### config.mk
export PLATFORM = sky130hd
export DESIGN_NAME = minbd_side_buffer
export DESIGN_NICKNAME = d
export VERILOG_FILES = /design/src/rtl/minbd_pkg.sv /design/src/rtl/minbd_sidebuf_fifo.sv /design/src/rtl/minbd_side_buffer.sv
export SDC_FILE = /design/constraint.sdc
export NUM_CORES = 1
export LEC_CHECK = 0
export ABC_AREA = 1
export BUFFER_PORTS_ARGS = -buffer_cell sky130_fd_sc_hd__buf_2
export CAP_MARGIN = 10
export CORE_ASPECT_RATIO = 0.75
export CORE_MARGIN = 2
export CORE_UTILIZATION = 30
export CTS_CLUSTER_DIAMETER = 80
export CTS_CLUSTER_SIZE = 40
export DETAILED_ROUTE_END_ITERATION = 6
export PLACE_DENSITY_LB_ADDON = 0.15
export SKIP_CTS_REPAIR_TIMING = 1
export SYNTH_ARGS = -nofsm -noshare
export SYNTH_HDL_FRONTEND = slang
export SYNTH_HIERARCHICAL = 1
export SYNTH_SLANG_ARGS = --single-unit
### constraint.sdc
create_clock -name clk -period 6.2 [get_ports clk]
set_input_delay 0.31 -clock clk [delete_from_list [all_inputs] [get_ports clk]]
set_output_delay 0.31 -clock clk [all_outputs]
set_load 0.005 [all_outputs]
### src/rtl/minbd_pkg.sv
// Shared MinBD router definitions: flit type, header field offsets and side-buffer defaults.
package minbd_pkg;

    localparam int MINBD_FLIT_W      = 64;
    localparam int SIDEBUF_DEPTH     = 4;
    localparam int SIDEBUF_STARVE_TH = 8;

    localparam int HDR_DST_LSB = 0;
    localparam int HDR_DST_W   = 8;
    localparam int HDR_SRC_LSB = 8;
    localparam int HDR_SRC_W   = 8;

    typedef logic [MINBD_FLIT_W-1:0] flit_t;

endpackage

### src/rtl/minbd_sidebuf_fifo.sv
// Side-buffer storage: first-word-fall-through FIFO with occupancy count.
module minbd_sidebuf_fifo
    import minbd_pkg::*;
#(
    parameter int FLIT_W = MINBD_FLIT_W,
    parameter int DEPTH  = SIDEBUF_DEPTH,
    localparam int PTR_W = $clog2(DEPTH),
    localparam int CNT_W = $clog2(DEPTH + 1)
) (
    input  logic              clk,
    input  logic              reset,
    input  logic              in_valid,
    input  logic [FLIT_W-1:0] in_flit,
    input  logic              grant,
    output logic              full,
    output logic              valid,
    output logic [FLIT_W-1:0] flit,
    output logic [CNT_W-1:0]  count
);

    logic [FLIT_W-1:0] mem [DEPTH];
    logic [PTR_W-1:0]  rd_ptr;
    logic [PTR_W-1:0]  wr_ptr;
    logic              wr_en;
    logic              rd_en;

    assign full  = (count == CNT_W'(DEPTH));
    assign valid = (count != '0);
    assign flit  = mem[rd_ptr];

    // Full is derived from count only, so a grant in the same cycle never frees room for the write.
    assign wr_en = in_valid & ~full;
    assign rd_en = grant & valid;

    always_ff @(posedge clk) begin
        if (wr_en) begin
            mem[wr_ptr] <= in_flit;
        end
    end

    always_ff @(posedge clk) begin
        if (!reset) begin
            rd_ptr <= '0;
            wr_ptr <= '0;
            count  <= '0;
        end else begin
            if (wr_en) wr_ptr <= wr_ptr + PTR_W'(1);
            if (rd_en) rd_ptr <= rd_ptr + PTR_W'(1);
            case ({wr_en, rd_en})
                2'b10:   count <= count + CNT_W'(1);
                2'b01:   count <= count - CNT_W'(1);
                default: count <= count;
            endcase
        end
    end

endmodule

### src/rtl/minbd_side_buffer.sv
// MinBD side buffer: holds diverted flits for re-injection and requests redirection when starved.
module minbd_side_buffer
    import minbd_pkg::*;
#(
    parameter int FLIT_W    = MINBD_FLIT_W,
    parameter int DEPTH     = SIDEBUF_DEPTH,
    parameter int STARVE_TH = SIDEBUF_STARVE_TH
) (
    input  logic                       clk,
    input  logic                       reset,
    input  logic                       buf_in_valid,
    input  logic [FLIT_W-1:0]          buf_in_flit,
    output logic                       buf_full,
    output logic                       out_valid,
    output logic [FLIT_W-1:0]          out_flit,
    input  logic                       out_grant,
    output logic                       redirect_req,
    output logic                       ovf_err,
    output logic [$clog2(DEPTH+1)-1:0] count
);

    localparam int SC_W = $clog2(STARVE_TH + 1);

    logic [SC_W-1:0] starve_cnt;
    logic [SC_W-1:0] starve_nxt;

    function automatic logic [SC_W-1:0] sat_inc(input logic [SC_W-1:0] v);
        return (v == SC_W'(STARVE_TH)) ? v : v + SC_W'(1);
    endfunction

    minbd_sidebuf_fifo #(
        .FLIT_W (FLIT_W),
        .DEPTH  (DEPTH)
    ) u_fifo (
        .clk      (clk),
        .reset    (reset),
        .in_valid (buf_in_valid),
        .in_flit  (buf_in_flit),
        .grant    (out_grant),
        .full     (buf_full),
        .valid    (out_valid),
        .flit     (out_flit),
        .count    (count)
    );

    // A cycle is starved only when a flit is waiting and the re-inject mux declines it.
    assign starve_nxt = (out_valid & ~out_grant) ? sat_inc(starve_cnt) : '0;

    always_ff @(posedge clk) begin
        if (!reset) begin
            starve_cnt   <= '0;
            redirect_req <= 1'b0;
            ovf_err      <= 1'b0;
        end else begin
            starve_cnt   <= starve_nxt;
            redirect_req <= (starve_nxt == SC_W'(STARVE_TH));
            if (buf_in_valid & buf_full) ovf_err <= 1'b1;
        end
    end

endmodule

## Word-level counts from Yosys, hierarchy flattened

Memory sizes are Yosys's and may differ from the RTL's. A register that Yosys moved wholly into a read port is not among the register bits.
Index checks and enable logic that the tools add are counted.

| cells by class | value |
|---|---|
| add/subtract/negate cells | 5 |
| equal/unequal tests | 5 |
| muxes and demuxes | 7 |
| bitwise operators | 6 |
| reductions and logical operators | 2 |

Operators by type and width:

| cell | number |
|---|---|
| 4-bit == test, second input constant | 2 |
| 4-bit 2-to-1 mux | 2 |
| 3-bit case mux with 2 select lines | 1 |
| 2-bit by 1-bit adder with 2-bit output, second input constant | 2 |
| 4-bit by 1-bit adder with 4-bit output, second input constant | 1 |
| 1-bit bitwise AND | 4 |
| 2-bit 2-to-1 mux | 2 |
| 3-bit by 1-bit adder with 3-bit output, second input constant | 1 |
| 3-bit == test, second input constant | 1 |
| 3-bit nonzero test | 1 |
| 3-bit by 1-bit subtractor with 3-bit output, second input constant | 1 |
| 2-bit by 1-bit == test with 1-bit output, second input constant | 1 |
| 2-bit == test, second input constant | 1 |
| 1-bit 2-to-1 mux | 2 |
| 1-bit inverter | 2 |
| 2-bit nonzero test | 1 |

| storage, ports and cells | value |
|---|---|
| register bits | 13 |
| memory bits (writable) | 256 |
| input port bits | 68 |
| output and inout port bits | 71 |
| logic and storage cells | 32 |
| memories kept | 1 |

Memories:

| name | words | width | read ports | clocked after memory_dff | write ports | line | source |
|---|---|---|---|---|---|---|---|
| u_fifo.mem | 4 | 64 | 1 | 1 | 1 | minbd_sidebuf_fifo.sv:21 | `logic [FLIT_W-1:0] mem [DEPTH];` |

## Depth between registers and ports, before layout

Gate-level depths: netlist of the first run.

| depth | value |
|---|---|
| depth after elaboration | 5 |
| mapped depth | 13 |
| mapped depth without buffers | 13 |

## Hierarchy

Netlist of the first run, hierarchy kept.

By module, submodules not included:

| module | instances | cells an instance | area an instance (um^2) | sequential area each (um^2) |
|---|---|---|---|---|
| minbd_sidebuf_fifo | 1 | 688 | 9975.8 | 7867.5 |
| minbd_side_buffer | 1 | 35 | 276.5 | 120.1 |

## Least setup slack after synthesis of the first run

No wires, ideal clock.

| timing path | value |
|---|---|
| path kind | register to register |
| start point | register u_fifo.count[1] |
| end point | memory u_fifo/mem[0][0] in the netlist's numbering (enable) |
| library setup time | 0.487 ns |
| arrival | 3.355 ns |
| required time | 5.713 ns |
| slack | 2.358 ns |
| cell stages (with the launch flop) | 5 |
| path buffers | 0 |
| period minus slack after synthesis | 3.842 ns |
| cell sequence | dfxtp_1 -> nor2_1 -> nand2_1 -> nand2_1 -> nor2_1 |

| on the way | value |
|---|---|
| cells in the longest elaborated chain, start to end | 5 |

Ends and longest elaborated chain:

| element | line | source |
|---|---|---|
| from (decl) | minbd_sidebuf_fifo.sv:18 | `output logic [CNT_W-1:0] count` |
| from (signal assigned) | minbd_sidebuf_fifo.sv:50 | `2'b10: count <= count + CNT_W'(1);` |
| from (signal assigned) | minbd_sidebuf_fifo.sv:51 | `2'b01: count <= count - CNT_W'(1);` |
| from (signal assigned) | minbd_sidebuf_fifo.sv:52 | `default: count <= count;` |
| 3-bit == test | minbd_sidebuf_fifo.sv:27 | `assign full = (count == CNT_W'(DEPTH));` |
| 1-bit inverter | minbd_sidebuf_fifo.sv:32 | `assign wr_en = in_valid & ~full;` |
| 1-bit bitwise AND | minbd_sidebuf_fifo.sv:32 |  |
| 1-bit 2-to-1 mux | minbd_sidebuf_fifo.sv:36 | `if (wr_en) begin` |
| 1-bit 2-to-1 mux (not written as such) | minbd_sidebuf_fifo.sv:37 | `mem[wr_ptr] <= in_flit;` |
| to (decl) | minbd_sidebuf_fifo.sv:21 |  |

Every way passes these cells.

==> results.cfg, run 1 <==
[status]
run_status = completed

[setup_path]
r2r_cells = 5
startpoint_type = flop
critPathKind = reg -> out
max_stage_delay_ps = 710
crit_chain = inv_4, buf_4, nor2_1, o22ai_1, buf_2
reg2reg_to = u_fifo/mem[0][44]$_DFFE_PP_
crit_slowest_cell = inv_4
reg2reg_slack_ps = 3390
crit-reg2reg-launch = u_fifo/count[1]$_SDFFE_PN0P_
cp.arrival_ps = 3000
required_ps = 5890
crit_path_end_kind = output port
crit_family = buffers and inverters
path_max_fanout = 74
cp_num_buf_inv = 3

[place]
io_buffer_count = 138
gp_congestion = 0.709
hpwl_um = 13000

[logic_synthesis]
yosys.area_share.xor_xnor = 0.000854
synth_top_family_by_area = compound AO/OA/AOI/OAI gates
netlist.area_leader.share = 0.750
post-synth-top-count-cell = edfxtp_1
synth_seq_cells = 271
netlist_area_mm2 = 0.0103
synthMuxAreaShare = 0
synth_seq_area_share = 0.779
netlist_instances = 723
synth-edff-count = 256
synth_largest_area_cell = edfxtp_1
synth-main-ff-cell = edfxtp_1
yosysWarningCount = 6
syn_area_per_cell_um2 = 14.2
synth_compound_area_frac = 0.105
synth-simple-area-share = 0.0674
synth_commonest_cells = 256 x edfxtp_1, 143 x nor2_1, 74 x o21ai_0
synth_adder_area_share = 0.0105
syn_nets = 799
netlist_top_cells_area = edfxtp_1 75%, nor2_1 5.2%, o22ai_1 3.9%, o21ai_0 3.6%, dfxtp_1 2.9%
synth-async-reset-ratio = 0
synth.distinct_cells = 24

[hold_path]
hold_path_class = in -> reg
whs_endpoint = u_fifo/mem[3][40]$_DFFE_PP_
worstHoldPathCells = 1
worstHoldStart = buf_in_flit[40]

[pwr]
power_frac_clock = 0.250
p_sw_mw = 1.35
power_per_cell_area_mw_per_mm2 = 359
ir_worst_vdd_mv = 0.148
p_int_mw = 2.99
cellLeakagePower_nw = 4.18
seqPwrFrac = 0.517
swShare = 0.311
p_comb_frac = 0.233

[sta]
tightest_slew_ps = 1050
relSlewSlack = 0.297
min_period_over_period = 0.533
fmaxAchievable_mhz = 302
hold_viol_final = 0
setup_viol = 0
tns_ps = 0
finalClockSkew_ps = 34.9
drv_slew = 0
period_needed_ps = 3310
rsz0062_at_grt = no

[routing]
antenna_left = 0
viasPerCell = 4.58
drt-pass1-iter-count = 5
drc = 0
num_vias = 6106
wire_per_inst_um = 17.6
wl_um = 23500
drt_iter0_markers = 396

[floorplan]
core_mm2 = 0.0336
rows = 58
io_pins = 139
die_x_um = 217
fp.dieH_um = 164
start_util = 0.305
dieArea_mm2 = 0.0357

[flow_run]
maxCapViolations = 0

[cts]
clock_sinks = 271
clock_path_buffers = 3
cts_buffers = 13
insertion_delay_ps = 520
cts_tree = built
htreeDepth = 1
root_buffer = clkbuf_16
clk_pin_slew_ps = 120

[finish]
areaGrowthSynthToFinish_pct = 17.8
layout.nets = 949
drive_gt1_frac = 0.205
post-route-util = 0.359

[grt]
grt_antenna_before_repair = 3
grt.overflow.total = 0
grt_usage = 0.129
grt_pass1_vias = 5897
grt_pass1_wl_um = 35500
grt_max_degree = 75
==> flip-flops by register name, indices dropped and copies added (netlist names), named ones only <==
signal and cells:
u_fifo/wr_ptr 2, u_fifo/rd_ptr 2, redirect_req 1, starve_cnt 4, ovf_err 1, u_fifo/mem 256, u_fifo/count 3
==> power by group through the flow <==
stage                     sequential, mW  clock (mW)  combinational (mW)
after floorplan                     2.25           0               0.643
final                               2.24        1.09                1.01
after global placement              2.29           0                1.03
after CTS                           2.25        1.13                1.03
after detailed placement            2.29           0                1.02
after global routing                2.26        1.18                1.15
==> placed cells by master (no fill, tap or decap), types with 4 or more instances in the layout <==
master,instances
nor2_1,139
dfxtp_1,13
buf_2,138
edfxtp_1,256
ha_1,7
o21ai_0,74
nor2_4,4
inv_1,24
nand2_1,20
o22ai_1,64
buf_4,9
clkbuf_16,13
o21ai_1,56
dlygate4sd3_1,29
nand3_1,7
a21oi_1,6
==> layer usage <==
layer  wire length (µm)  part of all wire  global-route usage
met1              11600              0.49               0.187
met2              10500              0.45               0.206
met3               1020             0.043              0.0243
met4                389             0.017              0.0230
met5                 12           0.00051                   0
==> logic make-up (layout without fill, tap and decap cells) <==
family	count (synthesis)	in the layout
flops	271	271
other cells	0	2
simple gates	176	176
fa+ha+maj	8	8
xor+xnor	1	1
buf+inv	67	224
compound gates	200	200
==> how the worst max path moves through the flow <==
stage                            startpoint                     endpoint  slack [ps]  cells past startpoint
2_1_floorplan  u_fifo/count[1]$_SDFFE_PN0P_   u_fifo/mem[0][0]$_DFFE_PP_        2360                      4
3_3_place_gp                           flop                 out_flit[52]        3370                      5
3_5_place_dp   u_fifo/count[1]$_SDFFE_PN0P_  u_fifo/mem[0][44]$_DFFE_PP_        3290                      5
4_1_cts                                flop                 out_flit[52]        2810                      5
5_1_grt                                flop                 out_flit[39]        2660                      5
6_report                               flop                 out_flit[39]        2890                      5
==> cell type report <==
class / count / area, µm²
flip-flops and latches: 271 / 7990
repair buffers: 176 / 1050
well taps: 450 / 563
fillers: 3313 / 21500
inverters: 26 / 100
clock inverters: 9 / 124
multi-input cells: 385 / 1920
diodes: 2 / 5.00
clock buffers: 13 / 325
==> per-stage QoR <==
step                      setup WS [ps]  area, µm²  hold WS (ps)  power (mW)  instances
after floorplan                    2360      10300           409        2.90        723
after global placement             3370      11300           451        3.31       1279
after detailed placement           3290      11300           449        3.31       1279
after CTS                          2810      11800         -36.0        4.40       1301
after global routing               2660      12100         0.930        4.59       1330
final                              2890      12100          16.1        4.34       1332
(Power assumes the default switching activity.)
==> run 2: changes to the inputs <==
--- a/config.mk
+++ b/config.mk
@@ -5,7 +5,7 @@
 export SDC_FILE = /design/constraint.sdc
 export NUM_CORES = 1
 export LEC_CHECK = 0
-export ABC_AREA = 1
+export ABC_AREA = 0
 export BUFFER_PORTS_ARGS = -buffer_cell sky130_fd_sc_hd__buf_2
 export CAP_MARGIN = 10
 export CORE_ASPECT_RATIO = 0.75
==> constraint.sdc (replaced) <==
create_clock -name clk -period 2.87 [get_ports clk]
set_input_delay 0.1435 -clock clk [delete_from_list [all_inputs] [get_ports clk]]
set_output_delay 0.1435 -clock clk [all_outputs]
set_load 0.005 [all_outputs]
==> run 2 against run 1 <==
Compared with the run above: flip-flop and latch count unchanged; design area increased by 3.2%; register-to-register slack got worse by 2900 ps; hold slack improved by 85 ps; area after synthesis decreased by 1.7%; combinational power increased by 130%; critical path type unchanged; critical endpoint is now out_flit[49]; largest cell class unchanged; highest routed layer unchanged.
==> results.cfg, run 2 <==
[status]
run_status = completed

[logic_synthesis]
synth_top_family_by_area = multiplexers
yosysWarningCount = 6
synth.distinct_cells = 34
post-synth-top-count-cell = edfxtp_1
netlist_instances = 415
netlist_area_mm2 = 0.0101
yosys.area_share.xor_xnor = 0.00434
synth-async-reset-ratio = 0
syn_nets = 491
synth-edff-count = 256
synth-main-ff-cell = edfxtp_1
synth-simple-area-share = 0.0179
synth_commonest_cells = 256 x edfxtp_1, 60 x mux4_2, 15 x dfxtp_1
synth_compound_area_frac = 0.00633
syn_area_per_cell_um2 = 24.3
synth_seq_cells = 271
synth_largest_area_cell = edfxtp_1
netlist_top_cells_area = edfxtp_1 76%, mux4_2 13%, dfxtp_1 3.0%, buf_12 1.2%, mux4_1 1.0%
synthMuxAreaShare = 0.147
synth_seq_area_share = 0.792
synth_adder_area_share = 0.0107
netlist.area_leader.share = 0.762

[setup_path]
path_max_fanout = 17
cp.arrival_ps = 2240
crit_path_end_kind = output port
critPathKind = reg -> out
startpoint_type = flop
required_ps = 2730

[sta]
min_period_over_period = 0.832
setup_slack_ps = 482
hold_viol_final = 0
tightest_slew_ps = 564
setup_viol = 0
drv_slew = 0
tns_ps = 0
relSlewSlack = 0.623
period_needed_ps = 2390
rsz0062_at_grt = no
hold_ws_ps = 102
fmaxAchievable_mhz = 419
finalClockSkew_ps = 16.6

[routing]
antenna_left = 0
wire_per_inst_um = 19.1
viasPerCell = 4.44
drt_iter0_markers = 255
wl_um = 20800
drc = 0
num_vias = 4836
drt-pass1-iter-count = 4

[grt]
grt.overflow.total = 0
grt_pass1_wl_um = 30800
grt_pass1_vias = 4951
grt_max_degree = 38
grt_usage = 0.117
grt_antenna_before_repair = 2

[floorplan]
io_pins = 139
fp.dieH_um = 163
die_x_um = 216
start_util = 0.303
core_mm2 = 0.0333
dieArea_mm2 = 0.0351
rows = 58

[flow_run]
maxCapViolations = 0

[place]
post_dp_cell_area_mm2 = 0.0113
io_buffer_count = 138
post-place-ws_ps = 555
hpwl_um = 13100
gp_congestion = 0.686

[finish]
multi_input_area_mm2 = 0.00189
num_antenna_cells = 0
register_area_mm2 = 0.00800
final_cell_mix = 256 x edfxtp_1, 138 x buf_2, 67 x dlygate4sd3_1, 60 x mux4_2, 15 x clkbuf_16
regMostFlops = u_fifo/mem
layout_commonest_cell = edfxtp_1
layout.nets = 707
design_area_mm2 = 0.0125
largest_register_ffs = 256
drive_gt1_frac = 0.377
reg_top3 = u_fifo/mem (256), starve_cnt (4), u_fifo/count (3)
areaGrowthSynthToFinish_pct = 23.7
nFillCells = 3069

[cts]
cts_buffers = 14
clock_path_buffers = 3
insertion_delay_ps = 490
htreeDepth = 1
cts_tree = built
root_buffer = clkbuf_16
clk_pin_slew_ps = 110
clock_sinks = 271

[hold_path]
hold_path_class = in -> reg

[pwr]
cellLeakagePower_nw = 4.14
power_per_cell_area_mw_per_mm2 = 764
ir_worst_vdd_mv = 0.323
-- run 2: report_power, final --
| group | switching (mW) | total, mW | leakage [nW] | internal [mW] |
|---|---|---|---|---|
| sequential | 0.186 | 4.93 | 2.47 | 4.75 |
| combinational | 1.10 | 2.32 | 1.45 | 1.22 |
| clock | 1.24 | 2.27 | 0.223 | 1.03 |
| total | 2.53 | 9.53 | 4.14 | 6.99 |
-- run 2: layer usage --
layer  vias to the layer above  share of wire  GRT usage
li1                       2155              -          -
met1                      2540           0.47      0.167
met2                       116           0.46      0.183
met3                        21          0.055     0.0278
met4                         4          0.016     0.0226
met5                         -         0.0013          0
-- run 2: worst max-delay path: stages, from the launching register on --
cell and delay [ps]:
dfxtp_4 540, buf_4 410, mux4_2 630, buf_2 170
-- run 2: cell families (layout without fill, tap and decap cells) --
kind of cell	after synthesis	count (layout)
adders and majority gates	8	8
buffers and inverters	26	250
and+or+nand+nor	29	29
xor gates and xnor gates	5	5
muxes	67	67
AOI/OAI and AO/OA	9	9
DFF	271	271
-- run 2: stage by stage --
stage / power, mW / util / instances
2_1_floorplan: 6.49 / - / 415
3_3_place_gp: 7.34 / 0.340 / 998
3_5_place_dp: 7.36 / 0.340 / 998
4_1_cts: 9.67 / 0.354 / 1022
5_1_grt: 10.0 / 0.374 / 1089
6_report: 9.53 / 0.374 / 1089
-- run 2: cell type report --
class,count,share of cell area
Tap cell,450,0.0452
Clock buffer,17,0.0315
Sequential cell,271,0.641
Timing Repair Buffer,216,0.122
Inverter,10,0.00301
Clock inverter,7,0.00552
Multi-Input combinational cell,118,0.152
-- run 2: final timing paths --
path,to,from,slack [ps],cells past startpoint
hold reg to reg,u_fifo/wr_ptr[1]$_SDFFE_PN0P_,u_fifo/wr_ptr[1]$_SDFFE_PN0P_,500,2
setup reg to reg,u_fifo/count[2]$_SDFFE_PN0P_,u_fifo/count[2]$_SDFFE_PN0P_,520,9
setup / recovery,out_flit[49],flop,480,3
hold / removal,starve_cnt[1]$_SDFF_PN0_,out_grant,100,3
==> run 3: changes to the inputs <==
--- a/config.mk
+++ b/config.mk
@@ -5,7 +5,7 @@
 export SDC_FILE = /design/constraint.sdc
 export NUM_CORES = 1
 export LEC_CHECK = 0
-export ABC_AREA = 0
+export ABC_AREA = 1
 export BUFFER_PORTS_ARGS = -buffer_cell sky130_fd_sc_hd__buf_2
 export CAP_MARGIN = 10
 export CORE_ASPECT_RATIO = 0.75
==> constraint.sdc (replaced) <==
create_clock -name clk -period 2.3 [get_ports clk]
set_input_delay 0.115 -clock clk [delete_from_list [all_inputs] [get_ports clk]]
set_output_delay 0.115 -clock clk [all_outputs]
set_load 0.005 [all_outputs]
==> run 3 against run 2 <==
Compared with the run above: wire length grew 13%; clock power grew 37%; core utilization grew 0.48 points; non-clock buffer count grew 8; highest routed layer is now met4; flip-flop and latch count is the same; clock skew grew 15 ps; clock-buffer cell count shrank 1; first-iteration DRC count grew 63%; largest cell class unchanged; register-to-register slack is essentially flat.
==> results.cfg, run 3 (synthesis results as in run 1) <==
[cts]
insertion_delay_ps = 510
cts_buffers = 14
cts_tree = built
root_buffer = clkbuf_16
clk_pin_slew_ps = 110
clock_sinks = 271
clock_path_buffers = 3
htreeDepth = 1

[finish]
final_cell_mix = 256 x edfxtp_1, 139 x nor2_1, 138 x buf_2, 74 x o21ai_0, 67 x dlygate4sd3_1
layout_commonest_cell = edfxtp_1
largest_register_ffs = 256
reg_top3 = u_fifo/mem (256), starve_cnt (4), u_fifo/count (3)
regMostFlops = u_fifo/mem
layout.nets = 998
num_antenna_cells = 0
post-route-util = 0.379
areaGrowthSynthToFinish_pct = 24.2
drive_gt1_frac = 0.204

[pwr]
power_per_cell_area_mw_per_mm2 = 948
p_comb_frac = 0.247
cellLeakagePower_nw = 4.46
p_int_mw = 8.46
ir_worst_vdd_mv = 0.504
p_sw_mw = 3.61
swShare = 0.299
seqPwrFrac = 0.494
power_frac_clock = 0.259

[status]
run_status = completed

[floorplan]
die_x_um = 217
start_util = 0.305
core_mm2 = 0.0336
dieArea_mm2 = 0.0357
io_pins = 139
fp.dieH_um = 164
rows = 58

[sta]
relSlewSlack = 0.619
hold_viol_final = 0
drv_slew = 0
setup_slack_ps = 235
finalClockSkew_ps = 31.3
hold_ws_ps = 357
setup_viol = 0
min_period_over_period = 0.898
rsz0062_at_grt = no
period_needed_ps = 2060
tightest_slew_ps = 572
fmaxAchievable_mhz = 484

[routing]
drc = 0
drt-pass1-iter-count = 4
viasPerCell = 4.56
wire_per_inst_um = 16.9
drt_iter0_markers = 415
wl_um = 23400
num_vias = 6298
antenna_left = 0

[place]
hpwl_um = 13500
post-place-ws_ps = 526
gp_congestion = 0.669
io_buffer_count = 138

[grt]
grt_pass1_vias = 5974
grt_pass1_wl_um = 35700
grt_max_degree = 129
grt_antenna_before_repair = 0
grt_usage = 0.129
grt.overflow.total = 0

[flow_run]
maxCapViolations = 0

[setup_path]
reg2reg_to = u_fifo/count[2]$_SDFFE_PN0P_
r2r_cells = 13
crit_path_end_kind = output port
startpoint_type = flop
critPathKind = reg -> out
cp.arrival_ps = 1950
crit-reg2reg-launch = u_fifo/count[0]$_SDFFE_PN0P_
required_ps = 2180
reg2reg_slack_ps = 530
path_max_fanout = 34

[hold_path]
whs_endpoint = u_fifo/mem[0][48]$_DFFE_PP_
hold_path_class = in -> reg
worstHoldStart = buf_in_flit[48]
worstHoldPathCells = 2
-- run 3: changes by cell type in the layout (fill, tap and decap cells not counted), moves of 5 or more --
cell / delta
nand3_1: +6
o22ai_1: +64
mux4_2: -60
inv_1: +14
nor2_1: +136
nor2b_1: -5
o21ai_1: +56
o21ai_0: +72
nand2_1: +15
-- run 3: final cells by class --
cell class,count,area [µm²]
fill,3244,20900
sequential,271,8000
multi-input combinational,385,1920
timing repair buffer,224,1630
tap,450,563
clock buffer,16,379
clock inverter,8,150
inverter,26,100
-- run 3: per-layer routing --
metal	track usage	up-vias	part of all wire
met5	0	-	0
met4	0.0184	0	0.012
met3	0.0300	18	0.045
met2	0.201	110	0.44
met1	0.186	3107	0.50
li1	-	3063	-
-- run 3: critical path: stages, from the launching register on --
cell and delay [ps]:
dfxtp_4 370, inv_4 340, buf_4 330, nor2_1 80, o22ai_1 200, buf_2 140
-- run 3: per-stage QoR --
| stage | total power, mW | TNS (ps) | std cells | area (µm²) |
|---|---|---|---|---|
| after floorplan | 7.80 | -131920 | 723 | 10300 |
| after global placement | 9.06 | 0 | 1289 | 11500 |
| after detailed placement | 9.05 | 0 | 1289 | 11500 |
| after CTS | 12.2 | 0 | 1313 | 12100 |
| after global routing | 12.8 | 0 | 1380 | 12700 |
| final | 12.1 | 0 | 1380 | 12700 |
-- run 3: how the worst max path moves through the flow --
stage,start,endpoint,slack [ps],depth (start not counted)
2_1_floorplan,u_fifo/count[1]$_SDFFE_PN0P_,u_fifo/mem[0][0]$_DFFE_PP_,-520,4
3_3_place_gp,u_fifo/count[0]$_SDFFE_PN0P_,u_fifo/count[2]$_SDFFE_PN0P_,550,12
3_5_place_dp,u_fifo/count[0]$_SDFFE_PN0P_,u_fifo/count[2]$_SDFFE_PN0P_,530,13
4_1_cts,flop,out_flit[62],40,5
5_1_grt,flop,out_flit[37],90,4
6_report,flop,out_flit[2],240,5
-- run 3: power groups by stage --
stage                     combinational (mW)  sequential (mW)  clock (mW)
after floorplan                         1.74             6.06           0
after global placement                  2.97             6.09           0
after detailed placement                2.96             6.09           0
after CTS                               2.97             5.97        3.26
after global routing                    3.36             6.01        3.41
final                                   2.99             5.97        3.12
